[src/rtl/mem_ctrl_pkg.sv]
// Shared constants and types for the window-memory arbiter.
//   MEM_DEPTH    : window memory size in bytes
//   WIN_LEN      : bytes moved by one window read or write
//   WIN_MAX_ADDR : highest legal window base address
//   mem_grant_t  : which requester owns the current access
//   mem_state_t  : arbiter FSM states
package mem_ctrl_pkg;

    localparam int unsigned MEM_DEPTH    = 2048;
    localparam int unsigned WIN_LEN      = 50;
    localparam logic [15:0] WIN_MAX_ADDR = 16'(MEM_DEPTH - WIN_LEN);

    typedef enum logic [1:0] {
        GNT_NONE,
        GNT_LOAD,
        GNT_RD,
        GNT_WR
    } mem_grant_t;

    typedef enum logic {
        ST_IDLE,
        ST_ACCESS
    } mem_state_t;

endpackage

[src/rtl/mem_window_arbiter_if.sv]
// Bundle of requester handshakes and the memory control port.
//   pix_*          : pixel loader byte stream (valid/ready)
//   rd_* / wr_*    : window read / write requests with ack and error flag
//   mem_*          : memory control port (en, r_w, insign, abus, indata)
//   frame_done     : loader region wrapped
//   busy           : arbiter is performing an access
// master = requester side, slave = arbiter side.
interface mem_window_arbiter_if;

    logic        pix_valid;
    logic [7:0]  pix_data;
    logic        pix_ready;
    logic        frame_done;

    logic        rd_req;
    logic [15:0] rd_addr;
    logic        rd_ack;
    logic        rd_err;

    logic        wr_req;
    logic [15:0] wr_addr;
    logic        wr_ack;
    logic        wr_err;

    logic        mem_en;
    logic        mem_r_w;
    logic        mem_insign;
    logic [15:0] mem_abus;
    logic [7:0]  mem_indata;

    logic        busy;

    modport master (
        output pix_valid, pix_data, rd_req, rd_addr, wr_req, wr_addr,
        input  pix_ready, frame_done, rd_ack, rd_err, wr_ack, wr_err,
        input  mem_en, mem_r_w, mem_insign, mem_abus, mem_indata, busy
    );

    modport slave (
        input  pix_valid, pix_data, rd_req, rd_addr, wr_req, wr_addr,
        output pix_ready, frame_done, rd_ack, rd_err, wr_ack, wr_err,
        output mem_en, mem_r_w, mem_insign, mem_abus, mem_indata, busy
    );

endinterface

[src/rtl/mem_load_ptr.sv]
// Pixel-loader write pointer.
//   clk, reset : clock, async active-low reset (pointer returns to LOAD_BASE)
//   advance    : one loader byte is being written this cycle
//   ptr        : address for the next loader byte
//   wrap       : high in the cycle whose advance wraps the pointer to LOAD_BASE
module mem_load_ptr #(
    parameter int unsigned LOAD_BASE = 0,
    parameter int unsigned LOAD_LEN  = 1000
) (
    input  logic        clk,
    input  logic        reset,
    input  logic        advance,
    output logic [15:0] ptr,
    output logic        wrap
);

    localparam logic [15:0] LOAD_FIRST = 16'(LOAD_BASE);
    localparam logic [15:0] LOAD_LAST  = 16'(LOAD_BASE + LOAD_LEN - 1);

    logic [15:0] ptr_q;
    logic [15:0] ptr_d;

    always_comb begin
        ptr_d = ptr_q;
        if (advance) begin
            ptr_d = (ptr_q == LOAD_LAST) ? LOAD_FIRST : ptr_q + 16'd1;
        end
    end

    always_ff @(posedge clk or negedge reset) begin
        if (!reset) begin
            ptr_q <= LOAD_FIRST;
        end else begin
            ptr_q <= ptr_d;
        end
    end

    assign ptr  = ptr_q;
    assign wrap = advance && (ptr_q == LOAD_LAST);

endmodule

[src/rtl/mem_window_arbiter.sv]
// Sequencer/arbiter in front of the 2048-byte window memory.
//   clk   : clock, rising edge
//   reset : async active-low reset
//   bus   : requester handshakes and memory control port (slave modport)
// Every access is one IDLE cycle (arbitrate and register) followed by one
// ACCESS cycle (drive memory, pulse ack), so mem_en never stays high for
// two cycles and the address is stable whenever mem_en is high.
//
//   state     | meaning
//   ----------+-----------------------------------------------------
//   ST_IDLE   | memory idle; arbitrate and capture the winner
//   ST_ACCESS | drive memory from captured values, pulse ack/ready
module mem_window_arbiter
    import mem_ctrl_pkg::*;
#(
    parameter int unsigned LOAD_BASE = 0,
    parameter int unsigned LOAD_LEN  = 1000
) (
    input  logic                clk,
    input  logic                reset,
    mem_window_arbiter_if.slave bus
);

    mem_state_t  state_q, state_d;
    mem_grant_t  grant_q, grant_d;
    logic [15:0] addr_q, addr_d;
    logic        r_w_q, r_w_d;
    logic        insign_q, insign_d;
    logic [7:0]  indata_q, indata_d;
    logic        err_q, err_d;
    logic        pref_win_q, pref_win_d;  // 1: window class beats loader
    logic        rr_rd_q, rr_rd_d;        // 1: read beats write

    logic [15:0] load_ptr;
    logic        load_wrap;
    logic        busy;
    logic        win_any;

    assign win_any = bus.rd_req || bus.wr_req;

    always_comb begin
        state_d    = state_q;
        grant_d    = grant_q;
        addr_d     = addr_q;
        r_w_d      = r_w_q;
        insign_d   = insign_q;
        indata_d   = indata_q;
        err_d      = err_q;
        pref_win_d = pref_win_q;
        rr_rd_d    = rr_rd_q;

        case (state_q)
            ST_IDLE: begin
                grant_d = GNT_NONE;
                if (bus.pix_valid && (!win_any || !pref_win_q)) begin
                    grant_d = GNT_LOAD;
                end else if (win_any) begin
                    grant_d = (bus.rd_req && (!bus.wr_req || rr_rd_q)) ? GNT_RD : GNT_WR;
                end

                case (grant_d)
                    GNT_LOAD: begin
                        addr_d     = load_ptr;
                        r_w_d      = 1'b0;
                        insign_d   = 1'b1;
                        indata_d   = bus.pix_data;
                        err_d      = 1'b0;
                        pref_win_d = 1'b1;
                    end
                    GNT_RD: begin
                        addr_d     = bus.rd_addr;
                        r_w_d      = 1'b1;
                        insign_d   = 1'b0;
                        err_d      = (bus.rd_addr > WIN_MAX_ADDR);
                        pref_win_d = 1'b0;
                        rr_rd_d    = 1'b0;
                    end
                    GNT_WR: begin
                        addr_d     = bus.wr_addr;
                        r_w_d      = 1'b0;
                        insign_d   = 1'b0;
                        err_d      = (bus.wr_addr > WIN_MAX_ADDR);
                        pref_win_d = 1'b0;
                        rr_rd_d    = 1'b1;
                    end
                    default: ;
                endcase

                if (grant_d != GNT_NONE) begin
                    state_d = ST_ACCESS;
                end
            end
            ST_ACCESS: begin
                state_d = ST_IDLE;
            end
            default: begin
                state_d = ST_IDLE;
            end
        endcase
    end

    always_ff @(posedge clk or negedge reset) begin
        if (!reset) begin
            state_q    <= ST_IDLE;
            grant_q    <= GNT_NONE;
            addr_q     <= '0;
            r_w_q      <= 1'b1;
            insign_q   <= 1'b0;
            indata_q   <= '0;
            err_q      <= 1'b0;
            pref_win_q <= 1'b1;
            rr_rd_q    <= 1'b1;
        end else begin
            state_q    <= state_d;
            grant_q    <= grant_d;
            addr_q     <= addr_d;
            r_w_q      <= r_w_d;
            insign_q   <= insign_d;
            indata_q   <= indata_d;
            err_q      <= err_d;
            pref_win_q <= pref_win_d;
            rr_rd_q    <= rr_rd_d;
        end
    end

    // Outputs decode straight from flops so an async reset clears them at once.
    assign busy           = (state_q == ST_ACCESS);
    assign bus.busy       = busy;
    assign bus.mem_en     = busy && !err_q;
    assign bus.mem_r_w    = r_w_q;
    assign bus.mem_insign = insign_q;
    assign bus.mem_abus   = addr_q;
    assign bus.mem_indata = indata_q;

    assign bus.pix_ready  = busy && (grant_q == GNT_LOAD);
    assign bus.rd_ack     = busy && (grant_q == GNT_RD);
    assign bus.rd_err     = bus.rd_ack && err_q;
    assign bus.wr_ack     = busy && (grant_q == GNT_WR);
    assign bus.wr_err     = bus.wr_ack && err_q;
    assign bus.frame_done = load_wrap;

    mem_load_ptr #(
        .LOAD_BASE (LOAD_BASE),
        .LOAD_LEN  (LOAD_LEN)
    ) u_load_ptr (
        .clk     (clk),
        .reset   (reset),
        .advance (bus.pix_ready),
        .ptr     (load_ptr),
        .wrap    (load_wrap)
    );

endmodule
[src/flat_wrapper.sv]
// flat-port wrapper written by rule: the top's interface ports become plain ports
module mem_window_arbiter_flat import mem_ctrl_pkg::*;
#(
    parameter int unsigned LOAD_BASE = 0,
    parameter int unsigned LOAD_LEN  = 1000
)
  (clk, reset, bus_pix_valid, bus_pix_data, bus_rd_req, bus_rd_addr, bus_wr_req, bus_wr_addr, bus_pix_ready, bus_frame_done, bus_rd_ack, bus_rd_err, bus_wr_ack, bus_wr_err, bus_mem_en, bus_mem_r_w, bus_mem_insign, bus_mem_abus, bus_mem_indata, bus_busy);
  mem_window_arbiter_if bus_i ();
  input  logic clk;
  input  logic reset;
  input wire logic [$bits(bus_i.pix_valid)-1:0] bus_pix_valid;
  input wire logic [$bits(bus_i.pix_data)-1:0] bus_pix_data;
  input wire logic [$bits(bus_i.rd_req)-1:0] bus_rd_req;
  input wire logic [$bits(bus_i.rd_addr)-1:0] bus_rd_addr;
  input wire logic [$bits(bus_i.wr_req)-1:0] bus_wr_req;
  input wire logic [$bits(bus_i.wr_addr)-1:0] bus_wr_addr;
  output wire logic [$bits(bus_i.pix_ready)-1:0] bus_pix_ready;
  output wire logic [$bits(bus_i.frame_done)-1:0] bus_frame_done;
  output wire logic [$bits(bus_i.rd_ack)-1:0] bus_rd_ack;
  output wire logic [$bits(bus_i.rd_err)-1:0] bus_rd_err;
  output wire logic [$bits(bus_i.wr_ack)-1:0] bus_wr_ack;
  output wire logic [$bits(bus_i.wr_err)-1:0] bus_wr_err;
  output wire logic [$bits(bus_i.mem_en)-1:0] bus_mem_en;
  output wire logic [$bits(bus_i.mem_r_w)-1:0] bus_mem_r_w;
  output wire logic [$bits(bus_i.mem_insign)-1:0] bus_mem_insign;
  output wire logic [$bits(bus_i.mem_abus)-1:0] bus_mem_abus;
  output wire logic [$bits(bus_i.mem_indata)-1:0] bus_mem_indata;
  output wire logic [$bits(bus_i.busy)-1:0] bus_busy;
  assign bus_i.pix_valid = bus_pix_valid;
  assign bus_i.pix_data = bus_pix_data;
  assign bus_i.rd_req = bus_rd_req;
  assign bus_i.rd_addr = bus_rd_addr;
  assign bus_i.wr_req = bus_wr_req;
  assign bus_i.wr_addr = bus_wr_addr;
  assign bus_pix_ready = bus_i.pix_ready;
  assign bus_frame_done = bus_i.frame_done;
  assign bus_rd_ack = bus_i.rd_ack;
  assign bus_rd_err = bus_i.rd_err;
  assign bus_wr_ack = bus_i.wr_ack;
  assign bus_wr_err = bus_i.wr_err;
  assign bus_mem_en = bus_i.mem_en;
  assign bus_mem_r_w = bus_i.mem_r_w;
  assign bus_mem_insign = bus_i.mem_insign;
  assign bus_mem_abus = bus_i.mem_abus;
  assign bus_mem_indata = bus_i.mem_indata;
  assign bus_busy = bus_i.busy;
  mem_window_arbiter #(.LOAD_BASE(LOAD_BASE), .LOAD_LEN(LOAD_LEN)) u_core (.clk(clk), .reset(reset), .bus(bus_i));
endmodule
[config.mk]
export PLATFORM = sky130hd
export DESIGN_NAME = mem_window_arbiter_flat
export DESIGN_NICKNAME = d
export VERILOG_FILES = /design/src/rtl/mem_ctrl_pkg.sv /design/src/rtl/mem_window_arbiter_if.sv /design/src/rtl/mem_load_ptr.sv /design/src/rtl/mem_window_arbiter.sv /design/src/flat_wrapper.sv
export SDC_FILE = /design/constraint.sdc
export NUM_CORES = 1
export LEC_CHECK = 0
export CAP_MARGIN = 10
export CORE_ASPECT_RATIO = 0.9
export CORE_MARGIN = 8
export CORE_UTILIZATION = 49
export CTS_CLUSTER_DIAMETER = 200
export DETAILED_ROUTE_END_ITERATION = 6
export HOLD_SLACK_MARGIN = 0.08
export MAX_ROUTING_LAYER = met4
export PLACE_DENSITY = 0.91
export SETUP_SLACK_MARGIN = 0.4
export SLEW_MARGIN = 25
export SYNTH_ARGS = -nofsm -noshare
export SYNTH_HDL_FRONTEND = slang
export SYNTH_SLANG_ARGS = --single-unit
[constraint.sdc]
create_clock -name clk -period 5.17 [get_ports clk]
set_clock_uncertainty 0.05 [all_clocks]
set_input_delay 1.034 -clock clk [delete_from_list [all_inputs] [get_ports clk]]
set_output_delay 1.034 -clock clk [all_outputs]
set_load 0.02 [all_outputs]
==> flow_metrics.tcl, run 1 <==
set metrics [dict create \
    fp-row-count 23 \
    syn-cell-area_mm2 0.00232 \
    pin_count 79 \
    slew_violations 0 \
    cts_tree "yes" \
    p_leak_nw 1.30 \
    nNetsFinal 354 \
    worst-path-buf-inv 1 \
    cts-root-buf "clkbuf_8" \
    period_minus_slack_ns 3.81 \
    path_class "flip-flop to output pin" \
    synth_top_area_share_pct 48.6 \
    clockBufferDepth 2 \
    postCtsSetupRepairBufs 0 \
    cts_inserted_buffers 5 \
    route.met3.wl_um 498 \
    hpwl_mm 5.00 \
    fin_util_pct 71.9 \
    clock_latency_ns 0.30 \
    slew-limit-headroom_pct 27.6 \
    top_layer "met4" \
    ys_ff_latch 48 \
    synth_nets 280 \
    crit_arrival_ns 2.73 \
    setup_tns_ns 0 \
    hold_viol 0 \
    clock-sinks 48 \
    startpoint_type "flip-flop" \
    cp_slowest_cell "clkdlybuf4s50_1" \
    grt_pass1_vias 2167 \
    place_ws_ns 1.67 \
    overflow 0 \
    initial_core_util_pct 51.6 \
    antenna_left 0 \
    grt_max_degree 49 \
    drive_gt1_share_pct 9.39 \
    required_ns 4.09 \
    die_w_um 88.5 \
    cp_top_family "simple AND/OR/NAND/NOR gates" \
    rsz0062_at_grt "false" \
    core_mm2 0.00449 \
    route.detailed.drc 0 \
    fin_area_mm2 0.00323 \
    syn_inst 234 \
    seq_area_frac_synth_pct 52.0 \
    path_max_fanout 7 \
    cap_violations 0 \
    holdCritPathClass "flip-flop to flip-flop" \
    synth_top_area_cell "dfrtp_1" \
    port_buffers 78 \
    drt-pass1-iter-count 4 \
    worstMarginPinSlew_ns 1.08 \
    worstSetupEndpointType "output pin" \
    synthTopCellsByArea "dfrtp_1, a221oi_1, nor2_1, xnor2_1, nand2_1" \
    routed_wl_mm 6.39 \
    gp_congestion 0.837 \
    cts_hold_buffers 0 \
    p_total_w 0.00138 \
    track_usage_pct 18.7 \
    die_y_um 81.2 \
    vias 2115 \
    async_flop_share_pct 100 \
    first_iter_violations 108 \
    critPathMaxStageDelay_ns 0.67 \
    setup_viol 0 \
    power_per_cell_area_mw_per_mm2 427 \
    worst_slack_ns 1.36 \
    clk_pin_slew_ns 0.09 \
    place_area_mm2 0.00313 \
    wl_met2_mm 3.00 \
    synth_warnings 0 \
    grt_pass1_wl_mm 10.3 \
    synth_edf_count 0 \
    insertedDiodeCount 0 \
    max_clock_freq_mhz 262 \
    path_cells "or4_1, or4_4, nor3_4, clkdlybuf4s50_1" \
    wl_per_cell_um 17.2 \
    area_growth_pct 39.3 \
    via_per_inst 5.70 \
    cts_resized 0 \
    cts.htree.levels 2 \
    wl_met1_mm 2.84 \
    status "complete, no violations" \
    finalCritPeriodShare_pct 73.7 \
    synth.distinct_cells 37 \
    syn_area_per_cell_um2 9.90 \
    synth_top_flop_cell "dfrtp_1" \
    antenna_found_initial 0 \
    peakVddDrop_mv 0.195 \
    dieArea_mm2 0.00719 \
]
## stage by stage
| step | std cells | hold WS, ns |
|---|---|---|
| floorplan | 234 | 0.410 |
| global placement | 363 | 0.434 |
| detailed placement | 363 | 0.438 |
| CTS | 371 | 0.462 |
| global route | 371 | 0.483 |
| finish | 371 | 0.463 |
## logic make-up after synthesis
group / Yosys count / synth area share, %
mux: 9 / 4.37
flops: 48 / 52.0
simple gates: 104 / 22.5
fa+ha+maj: 1 / 0.540
buf+inv: 14 / 2.27
compound gates: 44 / 13.0
xor+xnor: 14 / 5.29
## layout by cell type (no fill, tap or decap), drive strengths merged, types with 2 or more instances in the layout
cell           synthesis  final
o21ai                  5      5
dfrtp                 45     45
nand4                  6      6
a221oi                16     16
xnor2                 13     13
and3                   2      2
or2                    4      4
nor4                   5      5
nand2                 30     30
nand3b                 2      2
or4                    4      4
clkbuf                11      7
a211oi                 2      2
inv                    2      2
mux2                   9      9
nor2b                  3      3
clkdlybuf4s50          0     77
nand3                  6      6
a21oi                 16     16
nor3                   7      7
nor2                  33     33
o22a                   2      2
dfstp                  3      3
## worst reg2reg max path, delay by kind of cell, from the launching register on
kind	cells	cell delay (ns)
compound gates	1	0.09
simple gates	2	0.86
flops	1	0.59
buf+inv	1	0.64
## registers in the layout, summed over array words and instances, names as in the netlist
| register | count |
|---|---|
| u_core.bus.mem_abus | 16 |
| u_core.grant_q | 2 |
| u_core.bus.busy | 1 |
| u_core.u_load_ptr.ptr | 16 |
| u_core.bus.mem_r_w | 1 |
| u_core.bus.mem_indata | 8 |
| u_core.pref_win_q | 1 |
| u_core.err_q | 1 |
| u_core.bus.mem_insign | 1 |
| u_core.rr_rd_q | 1 |
## final timing paths
| path | startpoint | to | slack [ns] | cells after the start |
|---|---|---|---|---|
| max in group asynchronous | reset | u_core.u_load_ptr.ptr[9]$_DFFE_PN0P_ | 3.99 | 1 |
| min in group asynchronous | reset | u_core.bus.mem_indata[6]$_DFFE_PN0P_ | 0.68 | 1 |
| setup reg to reg | u_core.bus.busy$_DFF_PN0_ | u_core.err_q$_DFFE_PN0P_ | 2.81 | 4 |
| hold / removal | u_core.bus.mem_insign$_DFFE_PN0P_ | u_core.bus.mem_insign$_DFFE_PN0P_ | 0.46 | 1 |
| hold reg to reg | u_core.bus.mem_insign$_DFFE_PN0P_ | u_core.bus.mem_insign$_DFFE_PN0P_ | 0.46 | 1 |
| setup / recovery | u_core.u_load_ptr.ptr[10]$_DFFE_PN0P_ | bus_frame_done | 1.36 | 4 |
## where the power goes
| part | switching [W] | total [W] | internal (W) |
|---|---|---|---|
| Combinational | 0.000298 | 0.000574 | 0.000276 |
| Clock | 0.000124 | 0.000233 | 0.000109 |
| Sequential | 0.0000806 | 0.000570 | 0.000489 |
## final cells by class
cell class	count	area, µm²
fill	347	1260
inverter	3	11.3
timing repair buffer	78	778
multi-input combinational	172	1060
clock buffer	7	86.3
clock inverter	1	7.51
tap	62	77.6
sequential	48	1200
## routing by layer
metal  up-vias  global-route usage, %
met4         0                   4.22
met5         -                      -
met3         6                   4.03
met1      1021                   23.1
li1        988                      -
met2       100                   30.7
## Yosys cell counts, drive strengths merged, types with 5 or more instances
master,number
mux2,9
a221oi,16
a21oi,16
xnor2,13
nand3,6
clkbuf,11
o21ai,5
nand4,6
nor2,33
nor3,7
nor4,5
dfrtp,45
nand2,30
Power figures use the tool's default switching activity.
==> inputs of run 2 (changes only) <==
--- a/config.mk
+++ b/config.mk
@@ -8,12 +8,12 @@
 export CAP_MARGIN = 10
 export CORE_ASPECT_RATIO = 0.9
 export CORE_MARGIN = 8
-export CORE_UTILIZATION = 49
+export CORE_UTILIZATION = 45
 export CTS_CLUSTER_DIAMETER = 200
 export DETAILED_ROUTE_END_ITERATION = 6
 export HOLD_SLACK_MARGIN = 0.08
 export MAX_ROUTING_LAYER = met4
-export PLACE_DENSITY = 0.91
+export PLACE_DENSITY = 0.85
 export SETUP_SLACK_MARGIN = 0.4
 export SLEW_MARGIN = 25
 export SYNTH_ARGS = -nofsm -noshare
==> constraint.sdc (replaced) <==
create_clock -name clk -period 3.92 [get_ports clk]
set_clock_uncertainty 0.05 [all_clocks]
set_input_delay 0.784 -clock clk [delete_from_list [all_inputs] [get_ports clk]]
set_output_delay 0.784 -clock clk [all_outputs]
set_load 0.02 [all_outputs]
==> flow_metrics.tcl, run 2 (synthesis results as in run 1) <==
set metrics [dict create \
    status "complete, no violations" \
    clk_pin_slew_ns 0.09 \
    path_class "flip-flop to output pin" \
    first_iter_violations 133 \
    grt_pass1_wl_mm 10.9 \
    cap_violations 0 \
    insertedDiodeCount 0 \
    holdCritPathClass "primary input to async pin" \
    path_max_fanout 7 \
    peakVddDrop_mv 0.310 \
    clock_latency_ns 0.30 \
    cts-root-buf "clkbuf_8" \
    worstSetupEndpointType "output pin" \
    route.detailed.drc 0 \
    hpwl_mm 5.24 \
    core_mm2 0.00489 \
    pin_count 79 \
    drive_gt1_share_pct 9.65 \
    grt_max_degree 31 \
    cts.htree.levels 2 \
    die_w_um 91.6 \
    routed_wl_mm 6.72 \
    slew_violations 0 \
    rsz0062_at_grt "false" \
    antenna_left 0 \
    port_buffers 78 \
    clockBufferDepth 2 \
    finalCritPeriodShare_pct 84.1 \
    p_leak_nw 1.33 \
    setup_viol 0 \
    hold_viol 0 \
    drt-pass1-iter-count 4 \
    worstMarginPinSlew_ns 0.656 \
    area_growth_pct 41.3 \
    cts_inserted_buffers 5 \
    initial_core_util_pct 47.3 \
    required_ns 3.09 \
    nNetsFinal 356 \
    postCtsSetupRepairBufs 0 \
    via_per_inst 5.64 \
    track_usage_pct 17.9 \
    wl_per_cell_um 17.9 \
    period_minus_slack_ns 3.29 \
    gp_congestion 0.844 \
    power_per_cell_area_mw_per_mm2 573 \
    antenna_found_initial 0 \
    setup_tns_ns 0 \
    final_common_cell "clkdlybuf4s50_1" \
    final_cell_mix "clkdlybuf4s50_1, dfrtp_1, nor2_1" \
    crit_arrival_ns 2.46 \
    slew-limit-headroom_pct 56.1 \
    die_y_um 84.1 \
    holdWs_ns 0.359 \
    dieArea_mm2 0.00770 \
    max_clock_freq_mhz 304 \
    clock-sinks 48 \
    cts_tree "yes" \
    fp-row-count 24 \
    startpoint_type "flip-flop" \
    vias 2119 \
    overflow 0 \
    grt_pass1_vias 2219 \
]
## run 2: per-stage QoR
stage / total power (W) / setup WS (ns) / utilization, % / instance area (µm²) / std cells
2_1_floorplan: 0.00115 / 1.31 / - / 2320 / 234
3_3_place_gp: 0.00150 / 0.698 / 64.2 / 3140 / 367
3_5_place_dp: 0.00153 / 0.643 / 64.6 / 3160 / 368
4_1_cts: 0.00188 / 0.607 / 66.7 / 3270 / 376
5_1_grt: 0.00198 / 0.531 / 66.9 / 3270 / 376
6_report: 0.00188 / 0.625 / 66.9 / 3270 / 376
## run 2: where the power goes
| part | leakage, nW | switching [W] | internal, W | total, W |
|---|---|---|---|---|
| Combinational | 0.683 | 0.000395 | 0.000368 | 0.000763 |
| Clock | 0.0552 | 0.000167 | 0.000190 | 0.000356 |
| Sequential | 0.589 | 0.000110 | 0.000645 | 0.000755 |
## run 2: area by class of cell
| class | count | area, µm² |
|---|---|---|
| Timing Repair Buffer | 80 | 802 |
| Clock inverter | 2 | 35.0 |
| Fill cell | 398 | 1620 |
| Multi-Input combinational cell | 172 | 1070 |
| Sequential cell | 48 | 1200 |
| Tap cell | 65 | 81.3 |
| Inverter | 3 | 11.3 |
| Clock buffer | 6 | 72.6 |
## run 2: layer usage
layer  up-vias  global-route usage (%)  part of all wire, %
li1        993                       -                    -
met3        11                    5.22                  6.7
met5         -                       -                    0
met2        86                    28.1                   46
met4         0                    6.24                  2.0
met1      1029                    21.4                   45
## run 2: final timing paths
check	start	endpoint	slack, ns	cells past startpoint
setup reg to reg	u_core.bus.busy$_DFF_PN0_	u_core.bus.mem_abus[5]$_DFFE_PN0P_	1.57	4
min in group clk	u_core.bus.mem_insign$_DFFE_PN0P_	u_core.bus.mem_insign$_DFFE_PN0P_	0.45	1
hold reg to reg	u_core.bus.mem_insign$_DFFE_PN0P_	u_core.bus.mem_insign$_DFFE_PN0P_	0.45	1
max in group asynchronous	reset	u_core.bus.mem_r_w$_DFFE_PN1P_	2.88	2
hold / removal	reset	u_core.bus.mem_indata[3]$_DFFE_PN0P_	0.36	1
setup / recovery	u_core.u_load_ptr.ptr[10]$_DFFE_PN0P_	bus_frame_done	0.63	4
## run 2: what timing repair did
action,4_1_cts,5_1_grt
resized for setup,1,0
endpoints found under the setup margin,1,0
hold buffers,0,0
## run 2: worst max-delay path, stage by stage (launching register included)
cell           delay, ns
dfrtp_1             0.44
or4_1               0.53
or4_4               0.55
nor3_4              0.26
dlygate4sd2_1       0.38
==> inputs of run 3 (changes only) <==
--- a/config.mk
+++ b/config.mk
@@ -8,12 +8,12 @@
 export CAP_MARGIN = 10
 export CORE_ASPECT_RATIO = 0.9
 export CORE_MARGIN = 8
-export CORE_UTILIZATION = 45
+export CORE_UTILIZATION = 41
 export CTS_CLUSTER_DIAMETER = 200
 export DETAILED_ROUTE_END_ITERATION = 6
 export HOLD_SLACK_MARGIN = 0.08
 export MAX_ROUTING_LAYER = met4
-export PLACE_DENSITY = 0.85
+export PLACE_DENSITY = 0.82
 export SETUP_SLACK_MARGIN = 0.4
 export SLEW_MARGIN = 25
 export SYNTH_ARGS = -nofsm -noshare
==> constraint.sdc (replaced) <==
create_clock -name clk -period 2.9 [get_ports clk]
set_clock_uncertainty 0.05 [all_clocks]
set_input_delay 0.58 -clock clk [delete_from_list [all_inputs] [get_ports clk]]
set_output_delay 0.58 -clock clk [all_outputs]
set_load 0.02 [all_outputs]
==> flow_metrics.tcl, run 3 (synthesis results as in run 1) <==
set metrics [dict create \
    drt-pass1-iter-count 5 \
    switching_share_pct 35.7 \
    cts.htree.levels 2 \
    fp-row-count 26 \
    cts_hold_buffers 0 \
    clock-sinks 48 \
    n_fill_cell 444 \
    worstSetupEndpointType "output pin" \
    routed_wl_mm 7.00 \
    grt_pass1_wl_mm 11.4 \
    hold_viol 0 \
    holdCritPathClass "primary input to async pin" \
    worstMarginPinSlew_ns 0.683 \
    slew_violations 0 \
    vias 2203 \
    grt_pass1_vias 2329 \
    setup_tns_ns 0 \
    rsz0062_at_grt "true" \
    die_w_um 95.2 \
    initial_core_util_pct 41.7 \
    pin_count 79 \
    max_clock_freq_mhz 387 \
    p_int_w 0.00166 \
    route.detailed.drc 0 \
    combPwrFrac_pct 42.3 \
    antenna_left 0 \
    p_sw_w 0.000922 \
    period_minus_slack_ns 2.58 \
    clock_latency_ns 0.31 \
    clk_pin_slew_ns 0.09 \
    rrSetupSlack_ns 0.91 \
    area_growth_pct 47.3 \
    p_leak_nw 1.43 \
    setup_viol 0 \
    wl_per_cell_um 17.6 \
    cap_violations 0 \
    via_per_inst 5.54 \
    insertedDiodeCount 0 \
    drive_gt1_share_pct 15.2 \
    cts-root-buf "clkbuf_8" \
    crit_arrival_ns 1.95 \
    finalCritPeriodShare_pct 89.1 \
    grt_max_degree 49 \
    first_iter_violations 180 \
    status "complete, no violations" \
    final_cell_mix "clkdlybuf4s50_1, dfrtp_1, nor2_1" \
    gp_congestion 0.876 \
    nNetsFinal 373 \
    die_y_um 87.3 \
    antenna_found_initial 0 \
    cts_tree "yes" \
    slew-limit-headroom_pct 54.2 \
    cts_inserted_buffers 5 \
    power_per_cell_area_mw_per_mm2 757 \
    overflow 0 \
    final_common_cell "clkdlybuf4s50_1" \
    core_mm2 0.00556 \
    track_usage_pct 18.0 \
    p_clk_share_pct 18.7 \
    path_class "flip-flop to output pin" \
    clockBufferDepth 2 \
    required_ns 2.27 \
    dieArea_mm2 0.00832 \
    peakVddDrop_mv 0.470 \
    path_max_fanout 2 \
    startpoint_type "flip-flop" \
    pwr-share-seq_pct 39.0 \
    port_buffers 78 \
    hpwl_mm 5.34 \
    p_total_w 0.00258 \
]
run 3: critical path: stages (launching register included):
cell,delay (ns)
dfrtp_1,0.37
or4_1,0.51
or4_4,0.45
nor3_4,0.17
buf_6,0.15
run 3: path summary, 6_finish.rpt:
kind,startpoint,end,cells past startpoint
min in group clk,u_core.bus.mem_insign$_DFFE_PN0P_,u_core.bus.mem_insign$_DFFE_PN0P_,1
worst max-delay path,u_core.u_load_ptr.ptr[4]$_DFFE_PN0P_,bus_frame_done,4
worst min-delay path,reset,u_core.bus.mem_abus[3]$_DFFE_PN0P_,2
max in group asynchronous,reset,u_core.bus.busy$_DFF_PN0_,2
worst max register to register,u_core.u_load_ptr.ptr[0]$_DFFE_PN0P_,u_core.u_load_ptr.ptr[14]$_DFFE_PN0P_,5
worst min register to register,u_core.bus.mem_insign$_DFFE_PN0P_,u_core.bus.mem_insign$_DFFE_PN0P_,1
run 3: area by class of cell:
cell class | count | area [µm²] | share of cell area (%)
timing repair buffer | 97 | 935 | 27.4
clock buffer | 6 | 72.6 | 2.13
tap | 70 | 87.6 | 2.57
multi-input combinational | 172 | 1060 | 31.1
clock inverter | 2 | 35.0 | 1.03
sequential | 48 | 1210 | 35.3
inverter | 3 | 15.0 | 0.440
run 3: layer usage:
layer | GRT usage (%) | vias up | share of wire [%] | wire [µm]
li1 | - | 1026 | - | -
met1 | 21.4 | 1090 | 41 | 2880
met2 | 29.3 | 80 | 49 | 3430
met3 | 5.17 | 7 | 9.0 | 627
met4 | 4.67 | 0 | 0.87 | 61
met5 | - | - | 0 | 0
run 3: stage by stage:
stage | hold WS (ns) | area, µm² | setup slack [ns] | utilization [%] | std cells
5_1_grt | 0.361 | 3410 | 0.230 | 61.4 | 398
2_1_floorplan | 0.234 | 2320 | 0.496 | - | 234
6_report | 0.317 | 3410 | 0.316 | 61.4 | 398
3_5_place_dp | 0.440 | 3260 | 0.0551 | 58.7 | 386
4_1_cts | 0.336 | 3390 | 0.242 | 61.0 | 396
3_3_place_gp | 0.422 | 3260 | 0.0671 | 58.7 | 386
run 3: power by group through the flow:
| stage | registers, W | logic (W) | clock network (W) |
|---|---|---|---|
| after global placement | 0.00101 | 0.00106 | 0 |
| after CTS | 0.00101 | 0.00109 | 0.000487 |
| final | 0.00101 | 0.00109 | 0.000483 |
| after floorplan | 0.00117 | 0.000384 | 0 |
| after detailed placement | 0.00102 | 0.00109 | 0 |
| after global routing | 0.00104 | 0.00117 | 0.000516 |
run 3: repair_timing:
| item | 4_1_cts | 5_1_grt |
|---|---|---|
| pin swaps | 3 | 1 |
| gates cloned | 0 | 0 |
| resized for setup | 8 | 2 |
| endpoints found under the hold margin | 0 | 0 |
| buffers inserted | 2 | 2 |
| endpoints found under the setup margin | 2 | 15 |
